===== src/rtl/synth_voice_pkg.sv =====
// Shared types for the voice allocator: FSM states, velocity default and table entry layout.
package synth_voice_pkg;

  typedef enum logic [2:0] {
    StIdle,
    StScan,
    StSetup,
    StStrobe,
    StHold
  } alloc_state_t;

  localparam logic [7:0] VEL_DEFAULT = 8'hff;
  localparam int unsigned AGE_W_DEFAULT = 8;

  typedef struct packed {
    logic                     active;
    logic [6:0]               key;
    logic [AGE_W_DEFAULT-1:0] age;
  } voice_entry_t;

endpackage


===== src/rtl/voice_scan.sv =====
// Sequential comparator: walks one voice per cycle and tracks the first key match,
// the lowest free voice and the oldest active voice. Outputs include the current voice.
module voice_scan #(
  parameter int unsigned VWidth = 5,
  parameter int unsigned AgeW   = 8
) (
  input  logic              clk_i,
  input  logic              rst_ni,
  input  logic              clr_i,
  input  logic              en_i,
  input  logic [VWidth-1:0] idx_i,
  input  logic              cur_active_i,
  input  logic [6:0]        cur_key_i,
  input  logic [AgeW-1:0]   cur_age_i,
  input  logic [6:0]        key_i,
  output logic              match_vld_o,
  output logic [VWidth-1:0] match_idx_o,
  output logic              free_vld_o,
  output logic [VWidth-1:0] free_idx_o,
  output logic [VWidth-1:0] old_idx_o
);

  logic              match_vld_q, match_vld_d;
  logic [VWidth-1:0] match_idx_q, match_idx_d;
  logic              free_vld_q, free_vld_d;
  logic [VWidth-1:0] free_idx_q, free_idx_d;
  logic              old_vld_q, old_vld_d;
  logic [VWidth-1:0] old_idx_q, old_idx_d;
  logic [AgeW-1:0]   old_age_q, old_age_d;

  always_comb begin
    match_vld_d = match_vld_q;
    match_idx_d = match_idx_q;
    free_vld_d  = free_vld_q;
    free_idx_d  = free_idx_q;
    old_vld_d   = old_vld_q;
    old_idx_d   = old_idx_q;
    old_age_d   = old_age_q;
    if (en_i) begin
      if (cur_active_i && (cur_key_i == key_i) && !match_vld_q) begin
        match_vld_d = 1'b1;
        match_idx_d = idx_i;
      end
      if (!cur_active_i && !free_vld_q) begin
        free_vld_d = 1'b1;
        free_idx_d = idx_i;
      end
      // Strictly greater keeps the lowest index on an age tie.
      if (cur_active_i && (!old_vld_q || (cur_age_i > old_age_q))) begin
        old_vld_d = 1'b1;
        old_idx_d = idx_i;
        old_age_d = cur_age_i;
      end
    end
  end

  always_ff @(posedge clk_i) begin
    if (!rst_ni || clr_i) begin
      match_vld_q <= 1'b0;
      match_idx_q <= '0;
      free_vld_q  <= 1'b0;
      free_idx_q  <= '0;
      old_vld_q   <= 1'b0;
      old_idx_q   <= '0;
      old_age_q   <= '0;
    end else begin
      match_vld_q <= match_vld_d;
      match_idx_q <= match_idx_d;
      free_vld_q  <= free_vld_d;
      free_idx_q  <= free_idx_d;
      old_vld_q   <= old_vld_d;
      old_idx_q   <= old_idx_d;
      old_age_q   <= old_age_d;
    end
  end

  assign match_vld_o = match_vld_d;
  assign match_idx_o = match_idx_d;
  assign free_vld_o  = free_vld_d;
  assign free_idx_o  = free_idx_d;
  assign old_idx_o   = old_idx_d;

endmodule


===== src/rtl/voice_allocator.sv =====
// Turns MIDI note events into voice assignments and drives the per-voice note-on
// register interface (adr/vel/key settled around a single-cycle strobe).
module voice_allocator
  import synth_voice_pkg::*;
#(
  parameter int unsigned VOICES  = 32,
  parameter int unsigned V_WIDTH = 5,
  parameter int unsigned AGE_W   = 8
) (
  input  logic               sCLK_XVXENVS,
  input  logic               reset_reg_N,
  input  logic               evt_valid,
  output logic               evt_ready,
  input  logic               evt_on,
  input  logic [6:0]         evt_key,
  input  logic [7:0]         evt_vel,
  output logic               reg_note_on,
  output logic               reg_note_off,
  output logic [V_WIDTH-1:0] reg_cur_key_adr,
  output logic [7:0]         reg_cur_vel_on,
  output logic [6:0]         reg_cur_key,
  output logic [VOICES-1:0]  voice_active
);

  alloc_state_t       state_q, state_d;
  logic [V_WIDTH-1:0] idx_q, idx_d;
  logic               ev_on_q, ev_on_d;
  logic [6:0]         ev_key_q, ev_key_d;
  logic [7:0]         ev_vel_q, ev_vel_d;
  logic               ready_q, ready_d;
  logic               note_on_q, note_on_d;
  logic               note_off_q, note_off_d;
  logic [V_WIDTH-1:0] adr_q, adr_d;
  logic [7:0]         vel_q, vel_d;
  logic [6:0]         key_q, key_d;

  logic [VOICES-1:0]  tbl_active_q;
  logic [6:0]         tbl_key_q [VOICES];
  logic [AGE_W-1:0]   tbl_age_q [VOICES];

  logic               accept, scan_last;
  logic               match_vld, free_vld;
  logic [V_WIDTH-1:0] match_idx, free_idx, old_idx;

  assign accept    = evt_valid && ready_q;
  assign scan_last = (idx_q == V_WIDTH'(VOICES - 1));

  voice_scan #(
    .VWidth(V_WIDTH),
    .AgeW  (AGE_W)
  ) u_scan (
    .clk_i       (sCLK_XVXENVS),
    .rst_ni      (reset_reg_N),
    .clr_i       (accept),
    .en_i        (state_q == StScan),
    .idx_i       (idx_q),
    .cur_active_i(tbl_active_q[idx_q]),
    .cur_key_i   (tbl_key_q[idx_q]),
    .cur_age_i   (tbl_age_q[idx_q]),
    .key_i       (ev_key_q),
    .match_vld_o (match_vld),
    .match_idx_o (match_idx),
    .free_vld_o  (free_vld),
    .free_idx_o  (free_idx),
    .old_idx_o   (old_idx)
  );

  always_comb begin
    state_d    = state_q;
    idx_d      = idx_q;
    ev_on_d    = ev_on_q;
    ev_key_d   = ev_key_q;
    ev_vel_d   = ev_vel_q;
    ready_d    = ready_q;
    note_on_d  = 1'b0;
    note_off_d = 1'b0;
    adr_d      = adr_q;
    vel_d      = vel_q;
    key_d      = key_q;
    unique case (state_q)
      StIdle: begin
        if (accept) begin
          // Velocity 0 on a note-on is a note-off.
          ev_on_d  = evt_on && (evt_vel != 8'd0);
          ev_key_d = evt_key;
          ev_vel_d = evt_vel;
          idx_d    = '0;
          ready_d  = 1'b0;
          state_d  = StScan;
        end
      end
      StScan: begin
        idx_d = idx_q + 1'b1;
        if (scan_last) begin
          if (ev_on_q || match_vld) begin
            adr_d   = match_vld ? match_idx : (free_vld ? free_idx : old_idx);
            vel_d   = ev_vel_q;
            key_d   = ev_key_q;
            state_d = StSetup;
          end else begin
            ready_d = 1'b1;
            state_d = StIdle;
          end
        end
      end
      StSetup: begin
        note_on_d  = ev_on_q;
        note_off_d = !ev_on_q;
        state_d    = StStrobe;
      end
      StStrobe: state_d = StHold;
      StHold: begin
        ready_d = 1'b1;
        state_d = StIdle;
      end
      default: begin
        ready_d = 1'b1;
        state_d = StIdle;
      end
    endcase
  end

  always_ff @(posedge sCLK_XVXENVS) begin
    if (!reset_reg_N) begin
      state_q    <= StIdle;
      idx_q      <= '0;
      ev_on_q    <= 1'b0;
      ev_key_q   <= '0;
      ev_vel_q   <= '0;
      ready_q    <= 1'b1;
      note_on_q  <= 1'b0;
      note_off_q <= 1'b0;
      adr_q      <= '0;
      vel_q      <= VEL_DEFAULT;
      key_q      <= '0;
    end else begin
      state_q    <= state_d;
      idx_q      <= idx_d;
      ev_on_q    <= ev_on_d;
      ev_key_q   <= ev_key_d;
      ev_vel_q   <= ev_vel_d;
      ready_q    <= ready_d;
      note_on_q  <= note_on_d;
      note_off_q <= note_off_d;
      adr_q      <= adr_d;
      vel_q      <= vel_d;
      key_q      <= key_d;
    end
  end

  // Table commits on the same edge that raises the strobe.
  always_ff @(posedge sCLK_XVXENVS) begin
    if (!reset_reg_N) begin
      tbl_active_q <= '0;
      for (int unsigned i = 0; i < VOICES; i++) begin
        tbl_key_q[i] <= '0;
        tbl_age_q[i] <= '0;
      end
    end else if (state_q == StSetup) begin
      if (ev_on_q) begin
        for (int unsigned i = 0; i < VOICES; i++) begin
          if (V_WIDTH'(i) == adr_q) begin
            tbl_active_q[i] <= 1'b1;
            tbl_key_q[i]    <= ev_key_q;
            tbl_age_q[i]    <= '0;
          end else if (tbl_active_q[i] && (tbl_age_q[i] != {AGE_W{1'b1}})) begin
            tbl_age_q[i] <= tbl_age_q[i] + 1'b1;
          end
        end
      end else begin
        tbl_active_q[adr_q] <= 1'b0;
      end
    end
  end

  assign evt_ready       = ready_q;
  assign reg_note_on     = note_on_q;
  assign reg_note_off    = note_off_q;
  assign reg_cur_key_adr = adr_q;
  assign reg_cur_vel_on  = vel_q;
  assign reg_cur_key     = key_q;
  assign voice_active    = tbl_active_q;

endmodule


===== config.mk =====
export PLATFORM = sky130hd
export DESIGN_NAME = voice_allocator
export DESIGN_NICKNAME = d
export VERILOG_FILES = /design/src/rtl/synth_voice_pkg.sv /design/src/rtl/voice_scan.sv /design/src/rtl/voice_allocator.sv
export SDC_FILE = /design/constraint.sdc
export NUM_CORES = 1
export LEC_CHECK = 0
export BUFFER_PORTS_ARGS = -buffer_cell sky130_fd_sc_hd__buf_2
export CORE_MARGIN = 2
export CORE_UTILIZATION = 50
export DETAILED_ROUTE_END_ITERATION = 8
export PLACE_DENSITY = 0.66
export RECOVER_POWER = 100
export SLEW_MARGIN = 15
export SYNTH_ARGS = -nofsm -noshare
export SYNTH_HDL_FRONTEND = slang
export SYNTH_HIERARCHICAL = 1
export SYNTH_SLANG_ARGS = --single-unit

===== constraint.sdc =====
create_clock -name sCLK_XVXENVS -period 5.1 [get_ports sCLK_XVXENVS]
set_input_delay 0.765 -clock sCLK_XVXENVS [delete_from_list [all_inputs] [get_ports sCLK_XVXENVS]]
set_output_delay 0.765 -clock sCLK_XVXENVS [all_outputs]
set_load 0.01 [all_outputs]

### Yosys cells after proc, flatten, opt, wreduce, memory -nomap -nowiden

Memory sizes are Yosys's and may differ from the RTL's. A register that Yosys moved wholly into a read port is not among the register bits.
Index checks and enable logic that the tools add are counted.

| operators by class | value |
|---|---|
| add/subtract/negate cells | 33 |
| $lt $le $gt $ge | 4 |
| equal/unequal tests | 103 |
| multiplexer cells | 512 |
| bitwise gates (word level) | 99 |
| reduce and logical (&&, ||, !) cells | 92 |

Operator list:

| operator | count |
|---|---|
| 2-to-1 mux 8 bit | 64 |
| 2-to-1 mux 1 bit | 394 |
| adder 8 x 1 -> 8 bit (second input constant) | 32 |
| inequality test 8 bit (second input constant) | 32 |
| 2-to-1 mux 7 bit | 32 |
| bitwise OR 1 bit | 96 |
| == test 5 bit (first input constant) | 16 |
| AND reduction 2 bit | 37 |
| inequality test 2 x 1 -> 1 bit (second input constant) | 33 |
| 2-to-1 mux 5 bit | 13 |
| == test 4 x 5 -> 1 bit (first input constant) | 8 |
| logical AND 1 bit | 39 |
| bitwise AND 32 bit | 1 |
| 2-to-1 mux 32 bit | 1 |
| NOT 32 bit | 1 |
| == test 3 x 5 -> 1 bit (first input constant) | 4 |
| < comparator 5 x 6 -> 1 bit (second input constant) | 2 |
| case mux 3 bit (4 select lines) | 1 |
| == test 2 x 5 -> 1 bit (first input constant) | 2 |
| case mux 5 bit (2 select lines) | 1 |
| > comparator 8 bit | 1 |
| nonzero test 8 bit | 1 |
| == test 7 bit | 1 |
| == test 3 x 2 -> 1 bit (second input constant) | 2 |
| 20 further kinds | 29 |

| storage, ports and cells | value |
|---|---|
| bits in registers | 105 |
| bits in writable memories | 480 |
| output and inout port bits | 55 |
| memories | 2 |

Memory list:

| name | words | bits a word | rd ports | clocked after Yosys merged registers in | wr ports | RTL line | text |
|---|---|---|---|---|---|---|---|
| tbl_age_q | 32 | 8 | 33 | 1 | 32 | voice_allocator.sv:39 | `logic [AGE_W-1:0] tbl_age_q [VOICES];` |
| tbl_key_q | 32 | 7 | 1 | 1 | 32 | voice_allocator.sv:38 | `logic [6:0] tbl_key_q [VOICES];` |

### Depth between registers and ports, before layout

| depth | value |
|---|---|
| depth after elaboration | 10 |
| gate-level depth with buffers | 20 |

### Hierarchy

The synthesis kept the hierarchy.

Modules (own cells, without submodules):

| module | times used | cells an instance | area each (um2) |
|---|---|---|---|
| voice_allocator | 1 | 2,545 | 28,702.5 |
| voice_scan | 1 | 144 | 1,381.3 |

### Worst setup path before layout

No wires, ideal clock.

| path | value |
|---|---|
| path type | reg-to-reg |
| from | register (tool-made name) |
| to | register adr_q[4], in the netlist reg_cur_key_adr[4] |
| library setup time | 0.115 ns |
| data arrival time | 3.698 ns |
| data required time | 4.985 ns |
| path slack | 1.287 ns |
| stages on the path, launching flop included | 20 |
| path buffers | 4 |
| period minus slack after synthesis | 3.813 ns |
| cell sequence | dfxtp_1 -> buf_2 -> buf_4 -> buf_2 -> buf_2 -> mux2i_1 -> nand2_1 -> a31oi_1 -> nand3_1 -> ha_1 -> nand2_1 -> o21bai_1 -> a211o_1 -> a211oi_4 -> mux2_2 -> mux2i_1 -> nor2_1 -> a21oi_1 -> o21ai_0 -> and2_1 |

RTL lines:

| element | RTL line | text |
|---|---|---|
| end signal: assignment | voice_allocator.sv:145 | `adr_q <= adr_d;` |
| end: declaration | voice_allocator.sv:33 | `logic [V_WIDTH-1:0] adr_q, adr_d;` |

==> implementation parameters <==
Parameter                              Value

Status
  Status    complete, but fails checks
  Failing checks    capacitance limit, slew limit

Global route
  Overflow left after global routing    0
  Total routing resource utilization after global routing    26.2%
  Initial antenna violation count    1
  Number of global-route vias before repair    21.0k
  First-pass GRT wire length    126000 um
  Maximum number of pins on one net before global-route repair    55

STA
  Maximum frequency from static timing analysis    0.215 GHz
  Final hold slack    416 ps
  Post-Route Skew    24.6 ps
  Final worst-path cycle share    91.4%
  Total negative setup slack    0 ps
  Final Hold Vio Count    0
  Setup repair after global routing missed its margin    no
  Number of setup violations in the final report    0
  Time the final worst path needs with I/O delays and setup    4660 ps
  Final Max Slew Viols    101
  Max transition margin    -56.6%
  Transition time of the tightest slew-check pin    2350 ps

Synth
  Synthesized area per cell    11.2 sq um
  Gate Count Post-Synth    2689
  Most area-hungry cell type in the Yosys netlist    sky130_fd_sc_hd__edfxtp_1
  Total nets after synthesis    2750
  Sequential element share of the synthesized area    55.2%
  Share of Yosys cell area claimed by the top area cell type    47.9%
  Count of cell types in the netlist    73
  EDFF count, synth    480
  Main area contributors after synthesis    sky130_fd_sc_hd__edfxtp_1 (48%), sky130_fd_sc_hd__mux2i_1 (9.2%), sky130_fd_sc_hd__dfxtp_1 (7.3%)
  Share of synthesized flip-flops with an asynchronous set or reset    0%
  Synth Flop Type    sky130_fd_sc_hd__edfxtp_1
  Count of state elements after synthesis    590
  Count of warnings emitted by yosys    6
  Mapped Area    0.0301 sq mm

Floorplan
  Std-Cell Core Area    0.0592 sq mm
  Horizontal die dimension    249 um
  Starting density of the core    50.8%
  Num rows    89
  Die Height    249 um
  Die area    0.0621 sq mm
  # IOs    74

CTS
  Number of buffers added by the clock tree synthesis step    67
  TritonCTS clock tree    built
  # H-tree levels    3
  Hold-fix buffers, CTS    0
  CTS Sinks    590
  CTS Root Buffer Type    sky130_fd_sc_hd__clkbuf_16
  Worst-path clk slew    60 ps
  Post-CTS setup buffer count    0
  Deepest clock path buffer count    3
  Post-cts resize count    0
  Clock insertion delay at the later pin of the skew report    620 ps

Place
  Port buffer count    73
  DP Cell Count    3461
  Post-detailed-placement half-perimeter wirelength    59000 um
  Cell Area, Placed    0.0314 sq mm
  Routability cong.    0.993

Routing
  Total vias in the final route    21.5k
  Number of search-and-repair iterations in the first detailed-routing pass    5
  Routed wire per std cell    23.1 um
  Final ANT Viol Nets    0
  Post-DR vias/cell    6.00
  Number of DRC markers in iteration 0    2143
  Remaining DRCs    0
  Routed Wire Length    82600 um

Pwr
  Worst IR drop on VDD    276 uV
  P per Cell Area    331 mW/mm^2
  Lkg Pwr    11.1 nW

Layout
  Layout area overhead    9.61%
  Post-route design area    0.0330 sq mm
  Count of antenna diodes in the layout    0
  Layout cell share with drive strength beyond 1    6.94%
  Final non-filler cell total    3581
  Number of nets in the layout    2818
  Utilization after layout    55.7%

Worst setup path
  Arrival time at the worst endpoint    5160 ps
  Data required time of the critical path    5600 ps
  Worst-path maximum fanout    31
  Crit. End Element    flip-flop
  Start-to-end type of the worst setup path    reg -> reg
  Critical path startpoint category    flip-flop

Flow run
  Max-cap viol count    3

Min path
  Worst hold path class    in -> reg
-- routing by layer --
layer | vias up | global-route usage, % | wire (um)
met5 | - | 0 | 0
met4 | 0 | 8.86 | 2750
met3 | 174 | 4.71 | 6140
met2 | 846 | 42.3 | 38700
met1 | 10600 | 35.9 | 35000
li1 | 9833 | - | -
-- placed cells by master (no fill, tap or decap), drive strengths merged, types with 32 or more instances in the layout --
cell type,instances
edfxtp,480
nor2,421
mux2i,276
nand2,244
nand3,174
clkbuf,170
xor2,121
dfxtp,110
xnor2,78
and3,67
a22oi,64
inv,54
a21boi,53
buf,53
o21ai,47
ha,42
a21oi,40
a31o,32
-- power by group --
part,switching (mW),internal [mW]
Sequential,0.158,5.38
Combinational,0.415,0.247
Clock,1.99,2.73
-- worst paths after layout --
kind                                      end  cells past startpoint  slack (ps)                        startpoint
min reg2reg  u_scan/old_age_q[1]$_SDFFE_PP0P_                      2         460  u_scan/old_age_q[1]$_SDFFE_PP0P_
min                  ev_key_q[2]$_SDFFE_PN0P_                      3         420                        evt_key[2]
max           reg_cur_key_adr[2]$_SDFFE_PN0P_                     18         440                         flip-flop
max reg2reg   reg_cur_key_adr[2]$_SDFFE_PN0P_                     18         440                         flip-flop
-- worst max-delay path, cell delays in order (launching register included) --
cell	delay [ps]
sky130_fd_sc_hd__dfxtp_1	460
sky130_fd_sc_hd__and2_2	680
sky130_fd_sc_hd__a22o_1	290
sky130_fd_sc_hd__nor3_1	60
sky130_fd_sc_hd__clkbuf_1	180
sky130_fd_sc_hd__a31oi_1	180
sky130_fd_sc_hd__nand3_1	120
sky130_fd_sc_hd__ha_1	320
sky130_fd_sc_hd__nand2_1	80
sky130_fd_sc_hd__o21bai_1	160
sky130_fd_sc_hd__a211o_1	300
sky130_fd_sc_hd__a211oi_2	530
sky130_fd_sc_hd__buf_12	250
sky130_fd_sc_hd__mux2_2	350
sky130_fd_sc_hd__mux2i_1	130
sky130_fd_sc_hd__nor2_1	60
sky130_fd_sc_hd__a21oi_1	110
sky130_fd_sc_hd__o21ai_0	80
sky130_fd_sc_hd__and2_0	170
-- kinds of logic after synthesis --
family | synth area share (%)
DFF | 55.2
AOI/OAI and AO/OA | 8.59
adders and majority gates | 1.75
and+or+nand+nor | 16.2
xor gates and xnor gates | 5.79
buffers and inverters | 2.73
muxes | 9.74
-- final cells by class --
| cell class | count | area (sq um) |
|---|---|---|
| clock inverter | 27 | 255 |
| inverter | 49 | 184 |
| clock buffer | 93 | 1840 |
| fill | 5101 | 26300 |
| timing repair buffer | 130 | 744 |
| multi-input combinational | 1919 | 12400 |
| sequential | 590 | 16600 |
| tap | 773 | 967 |
-- cells in the mapped netlist, types with 4 or more instances --
master and number:
sky130_fd_sc_hd__and2_1 19, sky130_fd_sc_hd__a21boi_0 48, sky130_fd_sc_hd__a21boi_1 5, sky130_fd_sc_hd__mux2_2 15
sky130_fd_sc_hd__xor2_1 121, sky130_fd_sc_hd__a31o_4 5, sky130_fd_sc_hd__a22o_1 30, sky130_fd_sc_hd__nor2_2 5
sky130_fd_sc_hd__or2_2 23, sky130_fd_sc_hd__edfxtp_1 480, sky130_fd_sc_hd__nand3b_1 4, sky130_fd_sc_hd__inv_1 48
sky130_fd_sc_hd__nand4_1 24, sky130_fd_sc_hd__o21ai_0 46, sky130_fd_sc_hd__nor3_1 18, sky130_fd_sc_hd__a31oi_1 16
sky130_fd_sc_hd__ha_1 42, sky130_fd_sc_hd__o211ai_2 20, sky130_fd_sc_hd__and3_1 67, sky130_fd_sc_hd__nand2_2 6
sky130_fd_sc_hd__a22oi_1 64, sky130_fd_sc_hd__a31o_2 21, sky130_fd_sc_hd__xnor2_1 78, sky130_fd_sc_hd__nand2b_1 21
sky130_fd_sc_hd__a21oi_1 40, sky130_fd_sc_hd__buf_4 10, sky130_fd_sc_hd__buf_2 38, sky130_fd_sc_hd__mux2i_1 276
sky130_fd_sc_hd__o211ai_4 9, sky130_fd_sc_hd__and4_1 4, sky130_fd_sc_hd__clkbuf_1 76, sky130_fd_sc_hd__nor2b_1 17
sky130_fd_sc_hd__dfxtp_1 110, sky130_fd_sc_hd__a31o_1 6, sky130_fd_sc_hd__nor2_1 416, sky130_fd_sc_hd__nand3_1 173
sky130_fd_sc_hd__nand2_1 238
-- stage by stage --
step	setup slack (ps)	total power, mW
2_1_floorplan	1290	6.04
3_3_place_gp	715	6.28
3_5_place_dp	676	6.29
4_1_cts	639	11.0
5_1_grt	232	11.2
6_report	441	10.9
-- flip-flops by register name, indices dropped and copies added, names as in the netlist, 7 cells and up, named ones only --
signal            flops
tbl_age_q           256
tbl_key_q           224
voice_active         32
ev_vel_q              8
reg_cur_vel_on        8
u_scan/old_age_q      8
ev_key_q              7
reg_cur_key           7
Power figures use the tool's default switching activity.
